`src/rtl/polylut_flow_pkg.sv`:
```
// Shared defaults, helper function and result type for the PolyLUT flow controller.
// Optional perf counters are enabled by defining POLYLUT_FLOW_PERF_CNT_EN.
package polylut_flow_pkg;

  localparam int NUM_STAGES_DEF = 5;
  localparam int OUT_W_DEF      = 25;
  localparam int FIFO_DEPTH_DEF = 8;
  localparam int CNT_W_DEF      = 32;

  // Ceiling log2 usable in parameter expressions; returns 0 for value <= 1.
  function automatic int clog2(input int value);
    int r;
    r = 0;
    for (int i = 0; i < 31; i++) begin
      if ((1 << i) < value) r = i + 1;
    end
    return r;
  endfunction

  typedef logic [OUT_W_DEF-1:0] res_t;

endpackage

```
`src/rtl/polylut_res_fifo.sv`:
```
// First-word-fall-through result FIFO with occupancy count and synchronous flush.
// Head data is valid whenever o_count is non-zero.
module polylut_res_fifo
  import polylut_flow_pkg::*;
#(
  parameter int W     = OUT_W_DEF,
  parameter int DEPTH = FIFO_DEPTH_DEF,
  parameter int AW    = clog2(DEPTH)
) (
  input  logic          clk,
  input  logic          rst,
  input  logic          i_flush,
  input  logic          i_push,
  input  logic [W-1:0]  i_data,
  input  logic          i_pop,
  output logic [W-1:0]  o_data,
  output logic [AW:0]   o_count
);

  localparam logic [AW:0] FULL = (AW+1)'(DEPTH);

  logic [W-1:0]  r_mem [DEPTH];
  logic [AW-1:0] r_wr_ptr;
  logic [AW-1:0] r_rd_ptr;
  logic [AW:0]   r_count;
  logic          w_pop;

  assign w_pop = i_pop & (r_count != '0);

  // Pointers wrap naturally; push and pop in the same cycle leave the count unchanged.
  always_ff @(posedge clk or negedge rst) begin
    if (!rst) begin
      for (int i = 0; i < DEPTH; i++) r_mem[i] <= '0;
      r_wr_ptr <= '0;
      r_rd_ptr <= '0;
      r_count  <= '0;
    end else if (i_flush) begin
      r_wr_ptr <= '0;
      r_rd_ptr <= '0;
      r_count  <= '0;
    end else begin
      if (i_push) begin
        r_mem[r_wr_ptr] <= i_data;
        r_wr_ptr        <= r_wr_ptr + AW'(1);
      end
      if (w_pop) r_rd_ptr <= r_rd_ptr + AW'(1);
      r_count <= r_count + (AW+1)'(i_push) - (AW+1)'(w_pop);
    end
  end

  assign o_data  = r_mem[r_rd_ptr];
  assign o_count = r_count;

  a_no_overflow : assert property (@(posedge clk) disable iff (!rst)
    !(i_push && !w_pop && !i_flush && (r_count == FULL)));

endmodule

```
`src/rtl/polylut_flow_ctrl.sv`:
```
// Credit-based valid/ready controller for the 5-stage PolyLUT pipeline with result FIFO.
// Define POLYLUT_FLOW_PERF_CNT_EN to add saturating accepted/stall/retired counters.
module polylut_flow_ctrl
  import polylut_flow_pkg::*;
#(
  parameter int NUM_STAGES = NUM_STAGES_DEF,
  parameter int OUT_W      = OUT_W_DEF,
  parameter int FIFO_DEPTH = FIFO_DEPTH_DEF,
  parameter int CNT_W      = CNT_W_DEF
) (
  input  logic                  clk,
  input  logic                  rst,
  input  logic                  flush,
  input  logic                  in_valid,
  output logic                  in_ready,
  output logic [NUM_STAGES-1:0] stage_en,
  input  logic [OUT_W-1:0]      res_data,
  output logic                  out_valid,
  input  logic                  out_ready,
  output logic [OUT_W-1:0]      out_data,
  output logic                  busy
`ifdef POLYLUT_FLOW_PERF_CNT_EN
  ,
  output logic [CNT_W-1:0]      perf_accepted,
  output logic [CNT_W-1:0]      perf_stall,
  output logic [CNT_W-1:0]      perf_retired
`endif
);

  localparam int AW = clog2(FIFO_DEPTH);
  localparam int IW = clog2(NUM_STAGES + 1);
  localparam logic [AW+1:0] DEPTH_L = (AW+2)'(FIFO_DEPTH);

  if (FIFO_DEPTH < NUM_STAGES + 1 || NUM_STAGES < 2 || CNT_W < 1) begin : g_bad_cfg
    $error("polylut_flow_ctrl: unsupported parameter combination");
  end

  logic [NUM_STAGES-1:0] r_vld;
  logic [IW-1:0]         r_inflight;
  logic [AW:0]           w_count;
  logic [AW+1:0]         w_used;
  logic                  w_in_fire;
  logic                  w_push;
  logic                  w_pop;
  logic                  w_out_valid;

  // Handshake: a transfer happens on a clock edge where valid & ready are both high;
  // in_ready depends only on registered credit state and flush, never on out_ready.
  assign w_used    = (AW+2)'(w_count) + (AW+2)'(r_inflight);
  assign in_ready  = rst & ~flush & (w_used < DEPTH_L);
  assign w_in_fire = in_valid & in_ready;

  assign w_push      = r_vld[NUM_STAGES-1] & ~flush;
  assign w_out_valid = (w_count != '0);
  assign w_pop       = w_out_valid & out_ready & ~flush;

  assign stage_en  = {r_vld[NUM_STAGES-2:0], w_in_fire};
  assign out_valid = w_out_valid;
  assign busy      = (r_inflight != '0) | w_out_valid;

  always_ff @(posedge clk or negedge rst) begin
    if (!rst) begin
      r_vld      <= '0;
      r_inflight <= '0;
    end else if (flush) begin
      r_vld      <= '0;
      r_inflight <= '0;
    end else begin
      r_vld      <= {r_vld[NUM_STAGES-2:0], w_in_fire};
      r_inflight <= r_inflight + IW'(w_in_fire) - IW'(r_vld[NUM_STAGES-1]);
    end
  end

  polylut_res_fifo #(
    .W     (OUT_W),
    .DEPTH (FIFO_DEPTH)
  ) u_res_fifo (
    .clk     (clk),
    .rst     (rst),
    .i_flush (flush),
    .i_push  (w_push),
    .i_data  (res_data),
    .i_pop   (w_pop),
    .o_data  (out_data),
    .o_count (w_count)
  );

`ifdef POLYLUT_FLOW_PERF_CNT_EN
  logic [CNT_W-1:0] r_perf_acc;
  logic [CNT_W-1:0] r_perf_stall;
  logic [CNT_W-1:0] r_perf_ret;

  // Counters survive flush and stick at all-ones.
  always_ff @(posedge clk or negedge rst) begin
    if (!rst) begin
      r_perf_acc   <= '0;
      r_perf_stall <= '0;
      r_perf_ret   <= '0;
    end else begin
      if (w_in_fire && (r_perf_acc != '1)) r_perf_acc <= r_perf_acc + CNT_W'(1);
      if (in_valid && !in_ready && !flush && (r_perf_stall != '1))
        r_perf_stall <= r_perf_stall + CNT_W'(1);
      if (w_pop && (r_perf_ret != '1)) r_perf_ret <= r_perf_ret + CNT_W'(1);
    end
  end

  assign perf_accepted = r_perf_acc;
  assign perf_stall    = r_perf_stall;
  assign perf_retired  = r_perf_ret;
`endif

endmodule
```
`config.mk`:
```
export PLATFORM = sky130hd
export DESIGN_NAME = polylut_flow_ctrl
export DESIGN_NICKNAME = d
export VERILOG_FILES = /design/src/rtl/polylut_flow_pkg.sv /design/src/rtl/polylut_res_fifo.sv /design/src/rtl/polylut_flow_ctrl.sv
export SDC_FILE = /design/constraint.sdc
export NUM_CORES = 1
export LEC_CHECK = 0
export BUFFER_PORTS_ARGS = -buffer_cell sky130_fd_sc_hd__buf_2
export CAP_MARGIN = 20
export CORE_MARGIN = 10
export CORE_UTILIZATION = 65
export CTS_BUF_LIST = sky130_fd_sc_hd__clkbuf_4
export CTS_CLUSTER_DIAMETER = 80
export DETAILED_ROUTE_END_ITERATION = 8
export HOLD_SLACK_MARGIN = 0.1
export MAX_ROUTING_LAYER = met4
export PLACE_DENSITY = 0.85
export SKIP_LAST_GASP = 1
export SYNTH_ARGS = -nofsm -noshare
export SYNTH_HDL_FRONTEND = slang
export SYNTH_SLANG_ARGS = --single-unit
export TNS_END_PERCENT = 5
```
`constraint.sdc`:
```
create_clock -name clk -period 4.38 [get_ports clk]
set_input_delay 0.657 -clock clk [delete_from_list [all_inputs] [get_ports clk]]
set_output_delay 0.657 -clock clk [all_outputs]
set_load 0.02 [all_outputs]
```
Yosys cells after proc, flatten, opt, wreduce, memory -nomap -nowiden

Index checks and enable logic that the tools add are counted.

Bits in registers: 218
Input bits: 30
Output and inout port bits: 33
Logic and storage cells: 54

Add/subtract/negate cells: 7
Order comparisons: 4
Multiplexer cells: 13
Bitwise logic cells: 11
Reduce and logical (&&, ||, !) cells: 6

Operators by type and width:

| operator                                                                      | number |
|---|---|
| 200-bit bitwise mux                                                           | 1 |
| 25-bit binary-select mux with 3-bit select                                    | 1 |
| 25-bit demux with 3-bit select                                                | 1 |
| 25-bit 2-to-1 mux                                                             | 3 |
| 3-bit 2-to-1 mux                                                              | 5 |
| 4-bit greater-or-equal comparator (second input constant)                     | 2 |
| 3-bit inverter with 4-bit output                                              | 2 |
| 1-bit bitwise AND                                                             | 7 |
| 3-bit by 1-bit adder with 3-bit output (second input constant)                | 2 |
| 4-bit by 3-bit adder with 5-bit output                                        | 1 |
| 5-bit by 4-bit less-than comparator with 1-bit output (second input constant) | 1 |
| 5-bit 2-to-1 mux                                                              | 1 |
| 4-bit by 1-bit adder with 4-bit output                                        | 1 |
| 4-bit by 1-bit less-than comparator with 1-bit output (second input constant) | 1 |
| 4-bit 2-to-1 mux                                                              | 1 |
| 2-bit nonzero test                                                            | 2 |
| 4-bit nonzero test                                                            | 1 |
| 4-bit by 1-bit subtractor with 4-bit output                                   | 1 |
| 3-bit by 1-bit adder with 3-bit output                                        | 1 |
| 3-bit nonzero test                                                            | 1 |
| 3-bit by 1-bit subtractor with 3-bit output                                   | 1 |
| 2-bit AND reduction                                                           | 1 |
| 1-bit logical AND                                                             | 1 |
| 1-bit inverter                                                                | 1 |
| 1-bit OR                                                                      | 1 |

Depth between registers and ports, before layout

Depth in word-level cells: 7
Depth in mapped cells: 12
Gate-level depth less buffers: 11

By module

From an unflattened synthesis, not the netlist that was laid out.

Cell total of the unflattened synthesis: 621
Area total of the unflattened synthesis: 10105.9 um^2

By module, submodules not included:

| module            | instances | cells each | area each (um^2) | sequential area each (um^2) |
|---|---|---|---|---|
| polylut_res_fifo  | 1         | 579        | 9620.5           | 5255.0 |
| polylut_flow_ctrl | 1         | 42         | 485.5            | 200.2 |

Worst setup path before layout

OpenSTA, ideal clock, no wires.

Path kind: input to register
Start point: input flush
End point: register r_inflight[2]
Setup time: 0.132 ns
Arrival: 2.911 ns
Data required time: 4.248 ns
Slack: 1.337 ns
Stages on the path: 10
Path buffers: 0
Cell sequence: or4b_2 > a21oi_1 > nand2_1 > ha_1 > inv_1 > ha_1 > inv_1 > fa_1 > xnor2_1 > nor2_1

Word-level cells in the longest chain between the ends: 7

RTL lines:

| element                                     | line                    | text |
|---|---|---|
| from (decl)                                 | polylut_flow_ctrl.sv:13 | `input logic flush,` |
| 1-bit inverter (no line)                    | n/a                     |  |
| 1-bit bitwise AND (2 in series)             | polylut_flow_ctrl.sv:50 | `assign in_ready = rst & ~flush & (w_used < DEPTH_L);` |
| via in_ready                                | polylut_flow_ctrl.sv:15 | `output logic in_ready,` |
| 1-bit bitwise AND                           | polylut_flow_ctrl.sv:51 | `assign w_in_fire = in_valid & in_ready;` |
| 3-bit by 1-bit adder with 3-bit output      | polylut_flow_ctrl.sv:70 | `r_inflight <= r_inflight + IW'(w_in_fire) - IW'(r_vld[NUM_STAGES-1]);` |
| 3-bit by 1-bit subtractor with 3-bit output | polylut_flow_ctrl.sv:70 |  |
| 3-bit 2-to-1 mux                            | polylut_flow_ctrl.sv:65 | `end else if (flush) begin` |
| to (signal assigned)                        | polylut_flow_ctrl.sv:70 |  |
| to (decl)                                   | polylut_flow_ctrl.sv:39 | `logic [IW-1:0] r_inflight;` |

The timed path passes the listed nets, and every way through them passes these cells.
A chain may end at the register's enable or synchronous reset.

Worst setup path in the final report

Start point: register u_res_fifo.r_rd_ptr[0]
End point: output out_data[24]

Word-level cells in the longest chain between the ends: 4

RTL lines:

| element                                                | line                    | text |
|---|---|---|
| from (decl)                                            | polylut_res_fifo.sv:24  | `logic [AW-1:0] r_rd_ptr;` |
| from (signal assigned)                                 | polylut_res_fifo.sv:46  | `if (w_pop) r_rd_ptr <= r_rd_ptr + AW'(1);` |
| 3-bit inverter with 4-bit output (not written as such) | polylut_res_fifo.sv:51  | `assign o_data = r_mem[r_rd_ptr];` |
| 25-bit binary-select mux with 3-bit select             | polylut_res_fifo.sv:51  |  |
| 25-bit 2-to-1 mux (not written as such) (2 in series)  | polylut_res_fifo.sv:51  |  |
| to (decl)                                              | polylut_flow_ctrl.sv:20 | `output logic [OUT_W-1:0] out_data,` |

Every way passes these cells. The select of a mux whose other input is x is not followed.

==> flow_summary_export.csv <==
group,metric,value,unit
outcome,outcome,"finished, final reports clean",
synthesis,synth-adder-area-share,0.0179,
placed_design,port_buffers,62,
clock_network,resized_gates_after_cts,0,
synthesis,synth_top_area_cell,"sky130_fd_sc_hd__dfrtp_1",
critical_path,worst_path_bufs_invs,2,
detailed_routing,route.detailed.vias_per_inst,5.95,
critical_path,critical_path.slowest_cell,"sky130_fd_sc_hd__dfrtp_4",
synthesis,yosysWarningCount,0,
sta,finalSetupViolations,0,
sta,clk_skew,0.0207,ns
sta,fin_ws,0.859,ns
critical_path,timing.critical_path.required,3.72,ns
synthesis,compound_gate_portion_of_the_synthesized_area,0.00604,
clock_network,clk_pin_slew,0.07,ns
floorplan,floorplan.die_area,20700,µm²
synthesis,synth_top_family_by_area,"multiplexers",
synthesis,most_repeated_cell_in_the_gate_level_netlist_after_synthesis,"sky130_fd_sc_hd__dfrtp_1",
power_and_ir_drop,worst_vdd_rail_ir_drop,0.434,mV
finish,layout-drive-gt1-share,0.498,
clock_network,cts.repair_timing.setup_buffer_count,0,
sta,timing.final.crit_period,3.52,ns
critical_path,startpoint_type,"flip-flop",
sta,max_slew.worst_pin.slew,0.968,ns
synthesis,synthMuxAreaShare,0.369,
floorplan,core_area,15100,µm²
detailed_routing,ant_nets,0,
clock_network,ctsHtreeMaxLevel,2,
floorplan,placement_rows,45,
finish,area_growth_syn_to_layout,11.6,%
detailed_routing,wl_per_cell,21.1,µm
synthesis,post_synth_xor_area_fraction,0.00440,
grt,antenna_found_initial,1,
sta,final.period_utilization,0.804,
power_and_ir_drop,power-per-cell-area,394,nW/µm²
sta,worst_slew_margin_rel,0.351,
detailed_routing,first_iteration_detailed_routing_drc_count,221,
placed_design,dpl_worst_slack,1.07,ns
synthesis,ys_async_sr_fraction,1.00,
critical_path,worstSetupEndpointType,"primary output",
power_and_ir_drop,pwr_total,4.37,mW
synthesis,synth_edf_count,0,
synthesis,share_of_synthesized_area_occupied_by_flip_flops_and_latches,0.548,
clock_network,clk_path_buf_depth,3,
clock_network,cts-buffers-inserted,54,
critical_path,crit_path_cell_trace,"buf_4 -> mux4_2 -> mux2_2 -> buf_2",
synthesis,syn-instance-count,614,
sta,holdWs,0.261,ns
sta,timing_hold_violations_final,0,
clock_network,cts_sinks,218,
synthesis,post_synth_most_frequent_cells,"218 x sky130_fd_sc_hd__dfrtp_1, 153 x sky130_fd_sc_hd__mux2_2, 72 x sky130_fd_sc_hd__mux2_1, 50 x sky130_fd_sc_hd__mux4_2, 20 x sky130_fd_sc_hd__buf_2",
detailed_routing,postRouteWirelength,19.7,mm
finish,finish.utilization,0.736,
floorplan,die_y,144,µm
critical_path,timing.critical_path.max_delay_family,"multiplexers",
sta,achievable-frequency,284,MHz
synthesis,synth_cell_type_count,33,
synthesis,synth_seq_cells,218,
synthesis,synth.area.top_cells,"sky130_fd_sc_hd__dfrtp_1 55%, sky130_fd_sc_hd__mux2_2 17%, sky130_fd_sc_hd__mux4_2 11%",
grt,grt_usage,0.209,
clock_network,clockRootBuffer,"sky130_fd_sc_hd__clkbuf_4",
placed_design,place.gp.congestion,0.759,
clock_network,cts_tree,"done",
synthesis,synth_flop_cell,"sky130_fd_sc_hd__dfrtp_1",
detailed_routing,number_of_remaining_drc_errors,0,
floorplan,floorplan.io_pins,63,
sta,final-max-slew-violation-count,0,
synthesis,synth_nets,657,
clock_network,clock_insertion_delay_worst_skew,0.67,ns
grt,via_count_of_the_first_global_routing_pass,6363,
grt,grt.overflow.total,0,
run,maxCapViolCount,0,
floorplan,horizontal_die_dimension,144,µm
power_and_ir_drop,p_leak,5.69,nW
floorplan,initial_core_utilization,0.659,
critical_path,cp_data_arrival_time,2.86,ns
critical_path,critPathKind,"flip-flop to primary output",
grt,grt_first_pass_wirelength,32.8,mm
critical_path,critPathMaxFanout,28,
sta,setup_total_negative_slack,0,ns
synthesis,syn_area_per_cell,16.2,µm²
grt,grt_start_max_net_pins,170,
synthesis,synth_simple_gate_area_share,0.0299,
synthesis,syn-cell-area,9950,µm²
detailed_routing,drtPass1Iterations,4,
sta,grt_setup_unrepaired,"no",
hold_path,hold_path_class,"input port to flip-flop",
placed_design,dp_hpwl,12.0,mm
finish,finalNetCount,747,
detailed_routing,vias,5577,
critical_path,timing.critical_path.slowest_cell_delay,0.79,ns
synthesis,synth.top_cell.area_share,0.548,
layer usage:
metal / track usage / vias up / routed length [µm]
met5: - / - / 0
met2: 0.336 / 113 / 9940
li1: - / 2489 / -
met3: 0.0492 / 20 / 982
met1: 0.263 / 2955 / 8590
met4: 0.0613 / 0 / 216
stage by stage:
stage          cell area [µm²]  instances
5_1_grt                  11100        936
2_1_floorplan             9950        614
3_3_place_gp             10400        835
4_1_cts                  11100        935
6_report                 11100        937
3_5_place_dp             10400        835
cells in the final DEF, fill, tap and decap left out, types with 3 or more instances in the layout:
| master | count |
|---|---|
| sky130_fd_sc_hd__nand2_1 | 4 |
| sky130_fd_sc_hd__mux4_2 | 50 |
| sky130_fd_sc_hd__clkbuf_4 | 75 |
| sky130_fd_sc_hd__inv_1 | 7 |
| sky130_fd_sc_hd__nand2b_1 | 5 |
| sky130_fd_sc_hd__nor2_1 | 10 |
| sky130_fd_sc_hd__a31o_2 | 3 |
| sky130_fd_sc_hd__nor2b_1 | 8 |
| sky130_fd_sc_hd__a21oi_1 | 3 |
| sky130_fd_sc_hd__xnor2_1 | 3 |
| sky130_fd_sc_hd__buf_4 | 11 |
| sky130_fd_sc_hd__clkinv_1 | 20 |
| sky130_fd_sc_hd__and2_1 | 3 |
| sky130_fd_sc_hd__nand3b_2 | 3 |
| sky130_fd_sc_hd__mux2_2 | 153 |
| sky130_fd_sc_hd__buf_2 | 61 |
| sky130_fd_sc_hd__mux2_1 | 72 |
| sky130_fd_sc_hd__ha_1 | 11 |
| sky130_fd_sc_hd__dfrtp_1 | 216 |
sequential cells by signal, indices dropped and copies added, names as in the netlist:
register and cells:
u_res_fifo.r_mem 200, r_vld 5, u_res_fifo.o_count 4, r_inflight 3, u_res_fifo.r_rd_ptr 3, u_res_fifo.r_wr_ptr 3
power breakdown:
group	total, mW	switching, mW	internal (mW)
clock	1.65	0.799	0.855
sequential	2.13	0.0750	2.05
combinational	0.586	0.316	0.270
what timing repair did:
item                       in CTS  in global routing
hold endpoints to repair       49                  0
setup endpoints to repair       0                  0
hold buffers                    1                  0
kinds of logic (layout without fill, tap and decap cells):
family          after synthesis  in the layout
fa+ha+maj                    13             13
flops                       218            218
mux                         276            276
simple gates                 44             44
other cells                   0              2
buf+inv                      49            182
compound gates                9              9
xor+xnor                      5              5
area by class of cell:
| type | instances | area (µm²) |
|---|---|---|
| Antenna cell | 2 | 5.00 |
| Clock buffer | 75 | 563 |
| Clock inverter | 24 | 119 |
| Fill cell | 941 | 3990 |
| Inverter | 8 | 30.0 |
| Multi-Input combinational cell | 347 | 4260 |
| Sequential cell | 218 | 5460 |
| Tap cell | 188 | 235 |
| Timing Repair Buffer | 75 | 432 |
worst paths after layout:
| check | startpoint | end | slack (ns) | depth (start not counted) |
|---|---|---|---|---|
| max in group asynchronous | rst | u_res_fifo.r_rd_ptr[0]$_DFFE_PN0P_ | 2.62 | 3 |
| setup reg to reg | r_inflight[2]$_DFF_PN0_ | r_inflight[2]$_DFF_PN0_ | 1.55 | 11 |
| setup / recovery | u_res_fifo.r_rd_ptr[0]$_DFFE_PN0P_ | out_data[24] | 0.86 | 4 |
| min in group asynchronous | rst | u_res_fifo.r_mem[194]$_DFFE_PN0P_ | 0.51 | 2 |
| hold reg to reg | u_res_fifo.r_mem[68]$_DFFE_PN0P_ | u_res_fifo.r_mem[68]$_DFFE_PN0P_ | 0.49 | 1 |
| hold / removal | in_valid | r_vld[0]$_DFF_PN0_ | 0.26 | 2 |
worst register-to-register path, stage by stage, from the launching register on:
cell and delay, ns:
sky130_fd_sc_hd__dfrtp_1 0.41, sky130_fd_sc_hd__ha_1 0.20, sky130_fd_sc_hd__or4b_2 0.61, sky130_fd_sc_hd__a21oi_1 0.27, sky130_fd_sc_hd__nand2_1 0.10, sky130_fd_sc_hd__ha_1 0.28, sky130_fd_sc_hd__inv_1 0.06, sky130_fd_sc_hd__ha_1 0.14
sky130_fd_sc_hd__inv_1 0.05, sky130_fd_sc_hd__fa_1 0.38, sky130_fd_sc_hd__xnor2_1 0.16, sky130_fd_sc_hd__nor2_1 0.05
Power figures use the tool's default switching activity.
